`src/rtl/sm4_pkg.sv`:
```
// Shared SM4 definitions: S-box table, tau engine FSM states, width helper.
// Latency: n/a (constants and elaboration-time functions only).
// Backpressure: n/a.
package sm4_pkg;

    // Standard SM4 S-box, entry i is S(i).
    localparam logic [7:0] SM4_SBOX [256] = '{
        8'hd6, 8'h90, 8'he9, 8'hfe, 8'hcc, 8'he1, 8'h3d, 8'hb7, 8'h16, 8'hb6, 8'h14, 8'hc2, 8'h28, 8'hfb, 8'h2c, 8'h05,
        8'h2b, 8'h67, 8'h9a, 8'h76, 8'h2a, 8'hbe, 8'h04, 8'hc3, 8'haa, 8'h44, 8'h13, 8'h26, 8'h49, 8'h86, 8'h06, 8'h99,
        8'h9c, 8'h42, 8'h50, 8'hf4, 8'h91, 8'hef, 8'h98, 8'h7a, 8'h33, 8'h54, 8'h0b, 8'h43, 8'hed, 8'hcf, 8'hac, 8'h62,
        8'he4, 8'hb3, 8'h1c, 8'ha9, 8'hc9, 8'h08, 8'he8, 8'h95, 8'h80, 8'hdf, 8'h94, 8'hfa, 8'h75, 8'h8f, 8'h3f, 8'ha6,
        8'h47, 8'h07, 8'ha7, 8'hfc, 8'hf3, 8'h73, 8'h17, 8'hba, 8'h83, 8'h59, 8'h3c, 8'h19, 8'he6, 8'h85, 8'h4f, 8'ha8,
        8'h68, 8'h6b, 8'h81, 8'hb2, 8'h71, 8'h64, 8'hda, 8'h8b, 8'hf8, 8'heb, 8'h0f, 8'h4b, 8'h70, 8'h56, 8'h9d, 8'h35,
        8'h1e, 8'h24, 8'h0e, 8'h5e, 8'h63, 8'h58, 8'hd1, 8'ha2, 8'h25, 8'h22, 8'h7c, 8'h3b, 8'h01, 8'h21, 8'h78, 8'h87,
        8'hd4, 8'h00, 8'h46, 8'h57, 8'h9f, 8'hd3, 8'h27, 8'h52, 8'h4c, 8'h36, 8'h02, 8'he7, 8'ha0, 8'hc4, 8'hc8, 8'h9e,
        8'hea, 8'hbf, 8'h8a, 8'hd2, 8'h40, 8'hc7, 8'h38, 8'hb5, 8'ha3, 8'hf7, 8'hf2, 8'hce, 8'hf9, 8'h61, 8'h15, 8'ha1,
        8'he0, 8'hae, 8'h5d, 8'ha4, 8'h9b, 8'h34, 8'h1a, 8'h55, 8'had, 8'h93, 8'h32, 8'h30, 8'hf5, 8'h8c, 8'hb1, 8'he3,
        8'h1d, 8'hf6, 8'he2, 8'h2e, 8'h82, 8'h66, 8'hca, 8'h60, 8'hc0, 8'h29, 8'h23, 8'hab, 8'h0d, 8'h53, 8'h4e, 8'h6f,
        8'hd5, 8'hdb, 8'h37, 8'h45, 8'hde, 8'hfd, 8'h8e, 8'h2f, 8'h03, 8'hff, 8'h6a, 8'h72, 8'h6d, 8'h6c, 8'h5b, 8'h51,
        8'h8d, 8'h1b, 8'haf, 8'h92, 8'hbb, 8'hdd, 8'hbc, 8'h7f, 8'h11, 8'hd9, 8'h5c, 8'h41, 8'h1f, 8'h10, 8'h5a, 8'hd8,
        8'h0a, 8'hc1, 8'h31, 8'h88, 8'ha5, 8'hcd, 8'h7b, 8'hbd, 8'h2d, 8'h74, 8'hd0, 8'h12, 8'hb8, 8'he5, 8'hb4, 8'hb0,
        8'h89, 8'h69, 8'h97, 8'h4a, 8'h0c, 8'h96, 8'h77, 8'h7e, 8'h65, 8'hb9, 8'hf1, 8'h09, 8'hc5, 8'h6e, 8'hc6, 8'h84,
        8'h18, 8'hf0, 8'h7d, 8'hec, 8'h3a, 8'hdc, 8'h4d, 8'h20, 8'h79, 8'hee, 8'h5f, 8'h3e, 8'hd7, 8'hcb, 8'h39, 8'h48
    };

    typedef enum logic [1:0] {
        ST_IDLE = 2'd0,
        ST_SUB  = 2'd1,
        ST_DONE = 2'd2
    } sm4_state_e;

    // Bits needed to count 0..n-1, never less than one bit.
    function automatic int clog2_min1(input int n);
        int w;
        w = 1;
        for (int i = 1; i < 32; i++) begin
            if ((1 << i) < n) w = i + 1;
        end
        return w;
    endfunction

endpackage

```
`src/rtl/sm4_sbox_rom.sv`:
```
// SM4 S-box lookup, one byte in, one byte out.
// Latency: purely combinational.
// Backpressure: none, no handshake.
module sm4_sbox_rom
    import sm4_pkg::*;
(
    input  logic [7:0] in_dat,
    output logic [7:0] out_dat
);

    assign out_dat = SM4_SBOX[in_dat];

endmodule

```
`src/rtl/sm4_tau_serial.sv`:
```
// SM4 tau: substitutes every byte of a word, SBOX_LANES bytes per cycle.
// Latency: result valid BEATS cycles after acceptance; one word per BEATS+1 cycles.
// Backpressure: result held in DONE until out_ready; in_ready combinational from state and out_ready.
module sm4_tau_serial
    import sm4_pkg::*;
#(
    parameter int WORD_BYTES = 4,
    parameter int SBOX_LANES = 1
) (
    input  logic                    clk,
    input  logic                    rst,
    input  logic                    in_valid,
    output logic                    in_ready,
    input  logic [8*WORD_BYTES-1:0] in_data,
    output logic                    out_valid,
    input  logic                    out_ready,
    output logic [8*WORD_BYTES-1:0] out_data,
    output logic                    busy
);

    localparam int DW    = 8 * WORD_BYTES;
    localparam int LW    = 8 * SBOX_LANES;
    localparam int BEATS = WORD_BYTES / SBOX_LANES;
    localparam int BW    = clog2_min1(BEATS);
    localparam logic [BW-1:0] LAST_BEAT = BW'(BEATS - 1);

    sm4_state_e    state_q, state_d;
    logic [BW-1:0] beat_q, beat_d;
    logic [DW-1:0] work_q, work_d;
    logic [DW-1:0] out_data_q, out_data_d;
    logic          out_valid_q, out_valid_d;

    logic [LW-1:0] lane_in_dat;
    logic [LW-1:0] lane_out_dat;
    logic [DW-1:0] work_sub;

    // Byte-select mux: the current beat's slice of the work word feeds the lanes.
    always_comb begin
        lane_in_dat = '0;
        for (int l = 0; l < SBOX_LANES; l++) begin
            lane_in_dat[l*8 +: 8] = work_q[(int'(beat_q) * SBOX_LANES + l) * 8 +: 8];
        end
    end

    for (genvar g = 0; g < SBOX_LANES; g++) begin : g_lane
        sm4_sbox_rom u_sbox (
            .in_dat  (lane_in_dat[g*8 +: 8]),
            .out_dat (lane_out_dat[g*8 +: 8])
        );
    end

    // Write-back demux: substituted bytes return to the same slice of the work word.
    always_comb begin
        work_sub = work_q;
        for (int l = 0; l < SBOX_LANES; l++) begin
            work_sub[(int'(beat_q) * SBOX_LANES + l) * 8 +: 8] = lane_out_dat[l*8 +: 8];
        end
    end

    // Next-state logic: accept in IDLE or on the DONE hand-off edge, sweep beats in SUB.
    always_comb begin
        state_d     = state_q;
        beat_d      = beat_q;
        work_d      = work_q;
        out_data_d  = out_data_q;
        out_valid_d = out_valid_q;
        unique case (state_q)
            ST_IDLE: begin
                if (in_valid) begin
                    work_d  = in_data;
                    beat_d  = '0;
                    state_d = ST_SUB;
                end
            end
            ST_SUB: begin
                work_d = work_sub;
                if (beat_q == LAST_BEAT) begin
                    out_data_d  = work_sub;
                    out_valid_d = 1'b1;
                    beat_d      = '0;
                    state_d     = ST_DONE;
                end else begin
                    beat_d = beat_q + BW'(1);
                end
            end
            ST_DONE: begin
                if (out_ready) begin
                    out_valid_d = 1'b0;
                    if (in_valid) begin
                        work_d  = in_data;
                        beat_d  = '0;
                        state_d = ST_SUB;
                    end else begin
                        state_d = ST_IDLE;
                    end
                end
            end
            default: begin
                state_d = ST_IDLE;
            end
        endcase
    end

    // State registers; reset drops any partial word and clears the result.
    always_ff @(posedge clk) begin
        if (rst) begin
            state_q     <= ST_IDLE;
            beat_q      <= '0;
            work_q      <= '0;
            out_data_q  <= '0;
            out_valid_q <= 1'b0;
        end else begin
            state_q     <= state_d;
            beat_q      <= beat_d;
            work_q      <= work_d;
            out_data_q  <= out_data_d;
            out_valid_q <= out_valid_d;
        end
    end

    assign in_ready  = (state_q == ST_IDLE) || ((state_q == ST_DONE) && out_ready);
    assign busy      = (state_q == ST_SUB);
    assign out_valid = out_valid_q;
    assign out_data  = out_data_q;

endmodule

```
`config.mk`:
```
export PLATFORM = sky130hd
export DESIGN_NAME = sm4_tau_serial
export DESIGN_NICKNAME = d
export VERILOG_FILES = /design/src/rtl/sm4_pkg.sv /design/src/rtl/sm4_sbox_rom.sv /design/src/rtl/sm4_tau_serial.sv
export SDC_FILE = /design/constraint.sdc
export NUM_CORES = 1
export LEC_CHECK = 0
export ABC_CLOCK_PERIOD_IN_PS = 5360
export CAP_MARGIN = 20
export CORE_MARGIN = 1
export CORE_UTILIZATION = 35
export CTS_CLUSTER_SIZE = 12
export DETAILED_ROUTE_END_ITERATION = 8
export PLACE_DENSITY = 0.51
export SLEW_MARGIN = 20
export SYNTH_ARGS = -nofsm -noshare
export SYNTH_HDL_FRONTEND = slang
export SYNTH_SLANG_ARGS = --single-unit
```
`constraint.sdc`:
```
create_clock -name clk -period 5.36 [get_ports clk]
set_clock_uncertainty 0.2 [all_clocks]
set_input_delay 0.804 -clock clk [delete_from_list [all_inputs] [get_ports clk]]
set_output_delay 0.804 -clock clk [all_outputs]
set_load 0.05 [all_outputs]
```
# Yosys cells after proc, flatten, opt, wreduce, memory -nomap -nowiden
# Memory sizes are Yosys's and may differ from the RTL's.
# Index checks and enable logic that the tools add are counted.
[op_classes]
n_addsub = 2
mul = 0
n_div = 0
n_lt_le_gt_ge = 1
n_eq_ne = 6
shift = 3
n_mux = 18
bitwise_logic = 1
reduce_logical = 9
[ops]
columns = ["op", "count"]
rows = [
  ["one-hot mux 32 bit (3 select lines)", 2],
  ["two-way mux 32 bit", 5],
  ["negator 32 -> 33 bit", 1],
  ["variable shift 8 x 33 -> 32 bit, first input constant", 1],
  ["variable part select 8 x 33 -> 32 bit", 1],
  ["adder 32 x 1 -> 32 bit, second input constant", 1],
  ["bitwise mux 32 bit", 1],
  ["== test 32 x 2 -> 1 bit, second input constant", 1],
  ["variable part select 32 x 32 -> 8 bit", 1],
  ["two-way mux 8 bit", 2],
  ["greater-or-equal comparator 9 bit, second input constant", 1],
  ["NOT 8 -> 9 bit", 1],
  ["two-way mux 2 bit", 3],
  ["one-hot mux 2 bit (3 select lines)", 1],
  ["AND reduction 3 bit", 2],
  ["!= test 2 bit, second input constant", 2],
  ["AND reduction 2 bit", 2],
  ["two-way mux 1 bit", 3],
  ["nonzero test 3 bit", 1],
  ["== test 2 x 1 -> 1 bit, second input constant", 1],
  ["== test 2 bit, second input constant", 1],
  ["zero test 2 bit", 1],
  ["!= test 2 x 1 -> 1 bit, second input constant", 1],
  ["one-hot mux 1 bit (2 select lines)", 1],
  ["other kinds (3)", 3],
]
[totals]
reg_bits = 99
latchBits = 0
mem_bits_rw = 0
romBits = 2048
inputBits = 36
out_inout_bits = 35
wordCells = 46
memories = 1
[mem_list]
columns = ["memory", "words", "word_bits", "rd", "rd_clocked_by_memory_dff", "wr", "line_no", "rtl"]
rows = [
  ["(name not given)", 256, 8, 1, 0, 0, "sm4_sbox_rom.sv:11", "assign out_dat = SM4_SBOX[in_dat];"],
]

# Longest topological paths before layout
# Gate-level depths: netlist of run 1.
[logic_depth]
depth_word = 8
mapped_depth = 18
ltp_nobuf = 12

# Cells and area by module
# From an unflattened synthesis of run 1, not the netlist that was laid out.
[hier_totals]
hier_cells = 1284
area_unflattened_um2 = 9492.9
[by_module_without_submodules]
columns = ["module", "instances", "cells_each", "area_per_inst_um2", "seq_area_each_um2"]
rows = [
  ["sm4_tau_serial", 1, 750, 6219.7, 1981.9],
  ["sm4_sbox_rom", 1, 534, 3273.1, 0.0],
]

# Worst setup path after synthesis of run 1
# No wires, ideal clock.
[synth_path]
kind = "register -> register"
from = "reg beat_q[1]"
to = "reg work_q[28]"
setup_ns = 0.166
arrival_time_ns = 4.058
required_time_ns = 4.994
setup_slack_ns = 0.936
path_stages_with_launch = 15
n_path_buf = 2
synth_period_minus_slack_ns = 4.424
cell_sequence = "dfxtp_1 -> buf_2 -> mux2_2 -> a22oi_1 -> inv_1 -> ha_1 -> clkbuf_1 -> or2_2 -> mux2_2 -> a2111oi_0 -> nor3_1 -> o21ai_0 -> o31ai_1 -> o31ai_1 -> a211oi_1"
[synth_between]
elab_chain_cells = 8
elab_cells_between_ends = 10
cone_classes = "add/sub: 1; shift: 3; mux: 4; bitwise: 1; memory: 1"
[synth_lines]
columns = ["element", "line_no", "rtl"]
rows = [
  ["from (decl)", "sm4_tau_serial.sv:28", "logic [BW-1:0] beat_q, beat_d;"],
  ["from (signal assigned)", "sm4_tau_serial.sv:114", "beat_q <= beat_d;"],
  ["variable part select 32 x 32 -> 8 bit", "sm4_tau_serial.sv:41", "lane_in_dat[l*8 +: 8] = work_q[(int'(beat_q) * SBOX_LANES + l) * 8 +: 8];"],
  ["NOT 8 -> 9 bit (implied by the code)", "sm4_sbox_rom.sv:11", ""],
  ["memory read (256 x 8 bit)", "n/a", ""],
  ["two-way mux 8 bit (implied by the code) (2 in a row)", "sm4_sbox_rom.sv:11", ""],
  ["variable part select 8 x 33 -> 32 bit", "sm4_tau_serial.sv:56", "work_sub[(int'(beat_q) * SBOX_LANES + l) * 8 +: 8] = lane_out_dat[l*8 +: 8];"],
  ["bitwise mux 32 bit *", "sm4_tau_serial.sv:56", ""],
  ["one-hot mux 32 bit (3 select lines) *", "sm4_tau_serial.sv:67", "unique case (state_q)"],
  ["to (signal assigned)", "sm4_tau_serial.sv:115", "work_q <= work_d;"],
  ["to (decl)", "sm4_tau_serial.sv:29", "logic [DW-1:0] work_q, work_d;"],
]
# Every way passes the cells marked *; elsewhere a longest branch is shown, timed or not. The select of a mux whose other input is x is not followed.
# A chain may end at the register's enable or synchronous reset.

# Worst setup path after layout of run 1
[layout_path]
from = "reg beat_q[0]"
to = "reg work_q[12]"
# The elaborated chain is that of the path after synthesis.

==> impl_metrics.tcl, run 1 <==
set metrics [dict create \
    status "completed" \
    die_w_um 166.4 \
    yosysWarnings 0 \
    drv_cap 0 \
    max-slew-margin-rel_pct 35.83 \
    critPathMaxStageDelay_ns 0.65 \
    grt_pass1_vias 10500 \
    dr.pass1.iters 6 \
    antenna_found_initial 0 \
    seqPwrFrac_pct 26.7 \
    multi_input_area_um2 6787 \
    powerDensity_nw_per_um2 276.6 \
    rows 59 \
    crit_type "flop to flop" \
    intPower_mw 1.570 \
    grt_use_total_pct 31.13 \
    rr_worst_depth 12 \
    cp_data_required_time_ns 5.38 \
    core_um2 26280 \
    pwr-share-comb_pct 51.0 \
    setup_tns_ns 0 \
    synthToLayoutAreaGrowth_pct 13.77 \
    hold_buffers 0 \
    wl_per_cell_um 26.52 \
    worstMarginPinSlew_ns 0.9506 \
    clockRootBuffer "clkbuf_16" \
    timing.critical_path.buf_inv 2 \
    crit_path_cell_trace "buf_4 > inv_1 > ha_1 > nor3b_2 > nand4_1 > or3_1 > a2111oi_0 > mux2_2 > o21ai_1 > or3_1 > o31ai_2 > a211oi_1" \
    arrival_ns 4.84 \
    cts_tree "yes" \
    insertion_delay_ns 0.36 \
    synthArstFlopShare_pct 0 \
    synth_area_per_cell_um2 7.178 \
    holdPathStages 2 \
    initial_utilization_pct 36.00 \
    synth_ff_type "dfxtp_1" \
    rsz0062_at_grt "no" \
    grt_pass1_wl_um 66590 \
    critPathLaunchType "flop" \
    crit_family "simple AND/OR/NAND/NOR gates" \
    gp_congestion 0.9937 \
    grt_max_degree 78 \
    irDropWorstVdd_v 0.0001569 \
    ant_nets 0 \
    gr-total-overflow 0 \
    post_cts_buffers 0 \
    p_leak_nw 3.674 \
    worst_setup_path_end_kind "flop" \
    setup_viol 0 \
    netlist_instances 1318 \
    fillers 2822 \
    p_sw_share_pct 47.27 \
    diodes 0 \
    cts_sinks 99 \
    vias_per_cell 6.820 \
    cts_resized 0 \
    slowest_stage "or3_1" \
    die_y_um 166.4 \
    drive_gt1_share_pct 9.887 \
    pwr-share-clk_pct 22.3 \
    numCtsBuffers 9 \
    drc 0 \
    cts_max_level 3 \
    p_switching_mw 1.407 \
    cpMostUsedCell "or3_1" \
    period_share_pct 89.81 \
    vias 11320 \
    place_area_um2 10480 \
    crit_cells 12 \
    finish.instance_area_um2 10760 \
    hp-class "flop to flop" \
    syn_nets 1368 \
    clk_pin_slew_ns 0.08 \
    fmax_mhz 207.7 \
    fin_crit_ns 4.814 \
    slew_violations 0 \
    synth-seq-cells 99 \
    ys_seq_area_share_pct 20.95 \
    die_area_um2 27690 \
    clockBufferDepth 2 \
    seq_area_um2 1982 \
    final_nets 1370 \
    routed_wl_um 44020 \
    crit_fanout 26 \
    mappedNetlistArea_um2 9460 \
    final-hold-violation-count 0 \
    io_pins 71 \
    synthDistinctLibCells 86 \
    drtIter0Drc 1964 \
    dp_hpwl_um 31340 \
    port-buffer-count 70 \
    synth-edff-count 0 \
]
power by group through the flow:
stage | Sequential, mW | Clock (mW) | Combinational, mW
floorplan | 0.802 | 0 | 0.913
global placement | 0.812 | 0 | 1.48
detailed placement | 0.812 | 0 | 1.44
CTS | 0.794 | 0.678 | 1.45
global route | 0.800 | 0.700 | 1.58
finish | 0.796 | 0.663 | 1.52
final timing paths:
path                                  start  slack (ns)          end
worst max-delay path              beat_q[0]        0.55   work_q[12]
worst min-delay path            out_data[1]        0.28  out_data[1]
worst max register to register    beat_q[0]        0.55   work_q[12]
worst min register to register  out_data[1]        0.28  out_data[1]
per-layer routing:
layer,up-vias,track usage (%),part of all wire (%)
met4,0,15.26,4.6
met2,731,45.51,42
li1,5076,-,-
met1,5369,43.83,44
met5,-,0,0
met3,145,5.338,9.4
layout make-up:
type | instances | area share (%)
multi-input combinational | 1049 | 63.06
sequential | 99 | 18.41
timing repair buffer | 133 | 11.02
tap | 335 | 3.894
clock buffer | 9 | 2.093
inverter | 28 | 0.9765
clock inverter | 7 | 0.5464
per-stage QoR:
| step | power [mW] | setup slack [ns] | std cells | hold WS, ns | utilization, % |
|---|---|---|---|---|---|
| after floorplan | 1.715 | 0.9363 | 1318 | 0.2594 | - |
| after CTS | 2.921 | 0.6222 | 1660 | 0.2816 | 40.95 |
| after global placement | 2.290 | 0.6434 | 1644 | 0.2662 | 39.87 |
| final | 2.977 | 0.5461 | 1660 | 0.2849 | 40.95 |
| after detailed placement | 2.253 | 0.6413 | 1644 | 0.2646 | 39.87 |
| after global routing | 3.084 | 0.2756 | 1660 | 0.3266 | 40.95 |
synth_stat cells (5+ instances only):
cell type	instances	area share (%)
o221ai_1	17	1.6
a22oi_1	12	0.95
a211o_1	8	0.74
nor2b_1	8	0.53
nor4_1	21	1.4
nand3b_1	6	0.48
inv_1	24	0.95
o32ai_1	9	0.83
buf_2	34	1.8
a22o_1	5	0.46
and2_1	9	0.60
or4_1	6	0.48
o21ai_1	5	0.26
a211oi_1	30	2.4
and4_1	14	1.3
a32oi_1	7	0.65
nand4_1	22	1.5
buf_1	14	0.56
a21oi_1	92	4.9
o311ai_0	12	1.1
mux4_2	5	1.2
o211ai_1	27	2.1
and3_1	14	0.93
o31ai_1	11	0.87
nand2b_1	10	0.66
nor2_1	122	4.8
a221oi_1	8	0.74
nand3_1	53	2.8
ha_1	14	1.9
o22ai_1	20	1.3
o41ai_1	5	0.46
xnor2_1	15	1.4
mux2_2	11	1.3
o2111ai_1	6	0.56
xor2_1	22	2.0
o21ai_0	90	4.8
a31oi_1	49	3.2
mux2i_1	34	3.6
nand2_1	104	4.1
or3_1	12	0.79
clkbuf_1	88	3.5
nor3_2	5	0.53
dfxtp_1	99	21
nor3_1	37	2.0
a311oi_1	12	1.1
worst reg2reg max path, stage by stage, from the launching register on:
cell and delay, ns:
dfxtp_1 0.31, buf_4 0.24, inv_1 0.18, ha_1 0.40, nor3b_2 0.60, nand4_1 0.37, or3_1 0.43, a2111oi_0 0.37
mux2_2 0.23, o21ai_1 0.27, or3_1 0.65, o31ai_2 0.33, a211oi_1 0.11
sequential cells by signal (all words and copies together), names as in the netlist:
signal	flops
beat_q	32
out_data	32
work_q	32
state_q	2
out_valid	1
cells by family (layout without fill, tap and decap cells):
| family | after synthesis | after routing | share of synthesized area [%] |
|---|---|---|---|
| simple gates | 468 | 468 | 25.49 |
| xor+xnor | 37 | 37 | 3.425 |
| fa+ha+maj | 15 | 15 | 1.957 |
| flops | 99 | 99 | 20.95 |
| mux | 50 | 50 | 6.097 |
| buf+inv | 170 | 177 | 7.525 |
| compound gates | 479 | 479 | 34.56 |
cells in the final DEF (no fill, tap or decap), types with 6 or more instances in the layout:
master,Yosys,layout
nor2_1,122,122
nand2_1,104,104
dfxtp_1,99,99
a21oi_1,92,91
o21ai_0,90,90
clkdlybuf4s50_1,0,70
buf_4,2,62
nand3_1,53,53
a31oi_1,49,49
nor3_1,37,37
mux2i_1,34,34
a211oi_1,30,30
o211ai_1,27,27
inv_1,24,24
nand4_1,22,22
xor2_1,22,22
nor4_1,21,20
o22ai_1,20,20
o221ai_1,17,17
xnor2_1,15,15
and3_1,14,14
and4_1,14,14
ha_1,14,14
or3_1,12,12
a311oi_1,12,12
o311ai_0,12,12
mux2_2,11,11
a22oi_1,12,11
o31ai_1,11,11
nand2b_1,10,10
and2_1,9,9
o32ai_1,9,9
clkbuf_16,0,9
nor2b_1,8,8
a221oi_1,8,8
a211o_1,8,8
a32oi_1,7,7
o2111ai_1,6,6
nand3b_1,6,6
or4_1,6,6
Note: power is estimated with default switching activity, not from simulation.
==> run 2: changes to the inputs <==
--- a/config.mk
+++ b/config.mk
@@ -7,6 +7,7 @@
 export LEC_CHECK = 0
 export ABC_CLOCK_PERIOD_IN_PS = 5360
 export CAP_MARGIN = 20
+export CORE_ASPECT_RATIO = 1.75
 export CORE_MARGIN = 1
 export CORE_UTILIZATION = 35
 export CTS_CLUSTER_SIZE = 12
==> run 2 against run 1 <==
  * Total power increased by 6.7%
  * Sequential share of layout area decreased by 0.23 points
  * Global-route usage increased by 9.3 points
  * Combinational power increased by 12%
  * Die area about the same
  * Clock power increased by 2%
  * First-iteration DRC count decreased by 27%
  * Setup slack got worse by 0.48 ns
  * Design area increased by 1.3%
  * Critical path type unchanged
  * Critical endpoint is now work_q[21]
==> impl_metrics.tcl, run 2 (synthesized netlist as in run 1, its figures left out) <==
set metrics [dict create \
    dp_slack_ns 0.5797 \
    final_cell_mix "121 x nor2_1, 104 x nand2_1, 99 x dfxtp_1, 91 x a21oi_1, 90 x o21ai_0" \
    max-slew-margin-rel_pct 18.67 \
    worstMarginPinSlew_ns 1.220 \
    vias 11880 \
    status "completed" \
    grt_pass1_vias 11420 \
    p_sw_share_pct 49.33 \
    worst_setup_path_end_kind "flop" \
    core_um2 26590 \
    grt_pass1_wl_um 80350 \
    die_y_um 219.5 \
    routed_wl_um 55100 \
    clk_pin_slew_ns 0.08 \
    gr-total-overflow 0 \
    p_switching_mw 1.568 \
    drtIter0Drc 1435 \
    cts_sinks 99 \
    ant_nets 0 \
    clockRootBuffer "clkbuf_16" \
    port-buffer-count 70 \
    setup_tns_ns 0 \
    numCtsBuffers 9 \
    drc 0 \
    insertion_delay_ns 0.37 \
    rsz0062_at_grt "no" \
    grt_use_total_pct 40.38 \
    cts_max_level 3 \
    die_area_um2 27720 \
    vias_per_cell 7.141 \
    drive_gt1_share_pct 11.05 \
    setup_viol 0 \
    arrival_ns 5.36 \
    cp_data_required_time_ns 5.43 \
    final-hold-violation-count 0 \
    synthToLayoutAreaGrowth_pct 15.21 \
    irDropWorstVdd_v 0.0002312 \
    hold_buffers 0 \
    drv_cap 0 \
    antenna_found_initial 1 \
    crit_type "flop to flop" \
    io_pins 71 \
    initial_utilization_pct 35.58 \
    cts_tree "yes" \
    final_nets 1384 \
    die_w_um 126.3 \
    wl_per_cell_um 33.11 \
    final_common_cell "nor2_1" \
    dr.pass1.iters 8 \
    period_share_pct 98.79 \
    dp_hpwl_um 40190 \
    fmax_mhz 188.8 \
    rows 79 \
    clockBufferDepth 2 \
    power.total_mw 3.178 \
    seqPwrFrac_pct 25.2 \
    crit_fanout 24 \
    pwr-share-comb_pct 53.6 \
    worst_slack_ns 0.06477 \
    pwr-share-clk_pct 21.2 \
    p_leak_nw 3.755 \
    powerDensity_nw_per_um2 291.6 \
    fin_crit_ns 5.295 \
    cts_resized 0 \
    grt_max_degree 60 \
    post_cts_buffers 0 \
    critPathLaunchType "flop" \
    gp_congestion 1.038 \
    hp-class "flop to flop" \
    slew_violations 0 \
    intPower_mw 1.610 \
]
## run 2: cell count changes in the layout (fill, tap and decap cells not counted), sizes merged
cell | previous run | this run
buf | 63 | 77
diode | 0 | 1
clkbuf | 9 | 10
clkinv | 5 | 6
inv | 29 | 27
## run 2: layout make-up
cell class                      instances  area (um2)
Antenna cell                            1       2.502
Clock buffer                           10       239.0
Tap cell                              324       405.4
Sequential cell                        99        1982
Clock inverter                          6       61.31
Inverter                               28       105.1
Multi-Input combinational cell       1049        6800
Fill cell                            2854       15690
Timing Repair Buffer                  147        1304
## run 2: critical path: stages, from the launching register on
cell and delay, ns:
dfxtp_1 0.44, buf_4 0.32, buf_4 0.26, mux2_2 0.42, a22oi_2 0.18, buf_4 0.34
buf_4 0.38, nand2_1 0.13, buf_4 0.22, o22ai_1 0.61, o22ai_1 0.26, nor3_1 0.67
a32oi_1 0.34, mux2i_1 0.29, o21ai_1 0.10
## run 2: metal layers
| layer | track usage [%] | vias up | routed length (um) |
|---|---|---|---|
| met5 | 0 | - | 0 |
| met4 | 38.67 | 0 | 5862 |
| met3 | 10.83 | 310 | 4394 |
| met2 | 68.10 | 750 | 26800 |
| met1 | 40.00 | 5727 | 18050 |
| li1 | - | 5096 | - |
## run 2: stage by stage
| stage | area, um2 | cells | hold slack [ns] | utilization [%] |
|---|---|---|---|---|
| floorplan | 9460 | 1318 | 0.2594 | - |
| global placement | 10580 | 1647 | 0.2622 | 39.80 |
| detailed placement | 10580 | 1647 | 0.2634 | 39.80 |
| CTS | 10880 | 1663 | 0.2760 | 40.93 |
| global route | 10900 | 1663 | 0.2964 | 40.98 |
| finish | 10900 | 1664 | 0.2768 | 40.99 |
## run 2: path summary, 6_finish.rpt
| kind | slack [ns] | cells after the start | from | endpoint |
|---|---|---|---|---|
| max reg2reg | 0.06 | 14 | beat_q[1] | work_q[21] |
| min | 0.28 | 2 | out_data[9] | out_data[9] |
| min reg2reg | 0.28 | 2 | out_data[9] | out_data[9] |
| max | 0.06 | 14 | beat_q[1] | work_q[21] |
## run 2: power by group through the flow
stage	registers [mW]	clock network, mW	logic (mW)
after floorplan	0.802	0	0.913
after global placement	0.817	0	1.63
after detailed placement	0.818	0	1.59
after CTS	0.800	0.683	1.59
after global routing	0.803	0.707	1.76
final	0.802	0.673	1.70
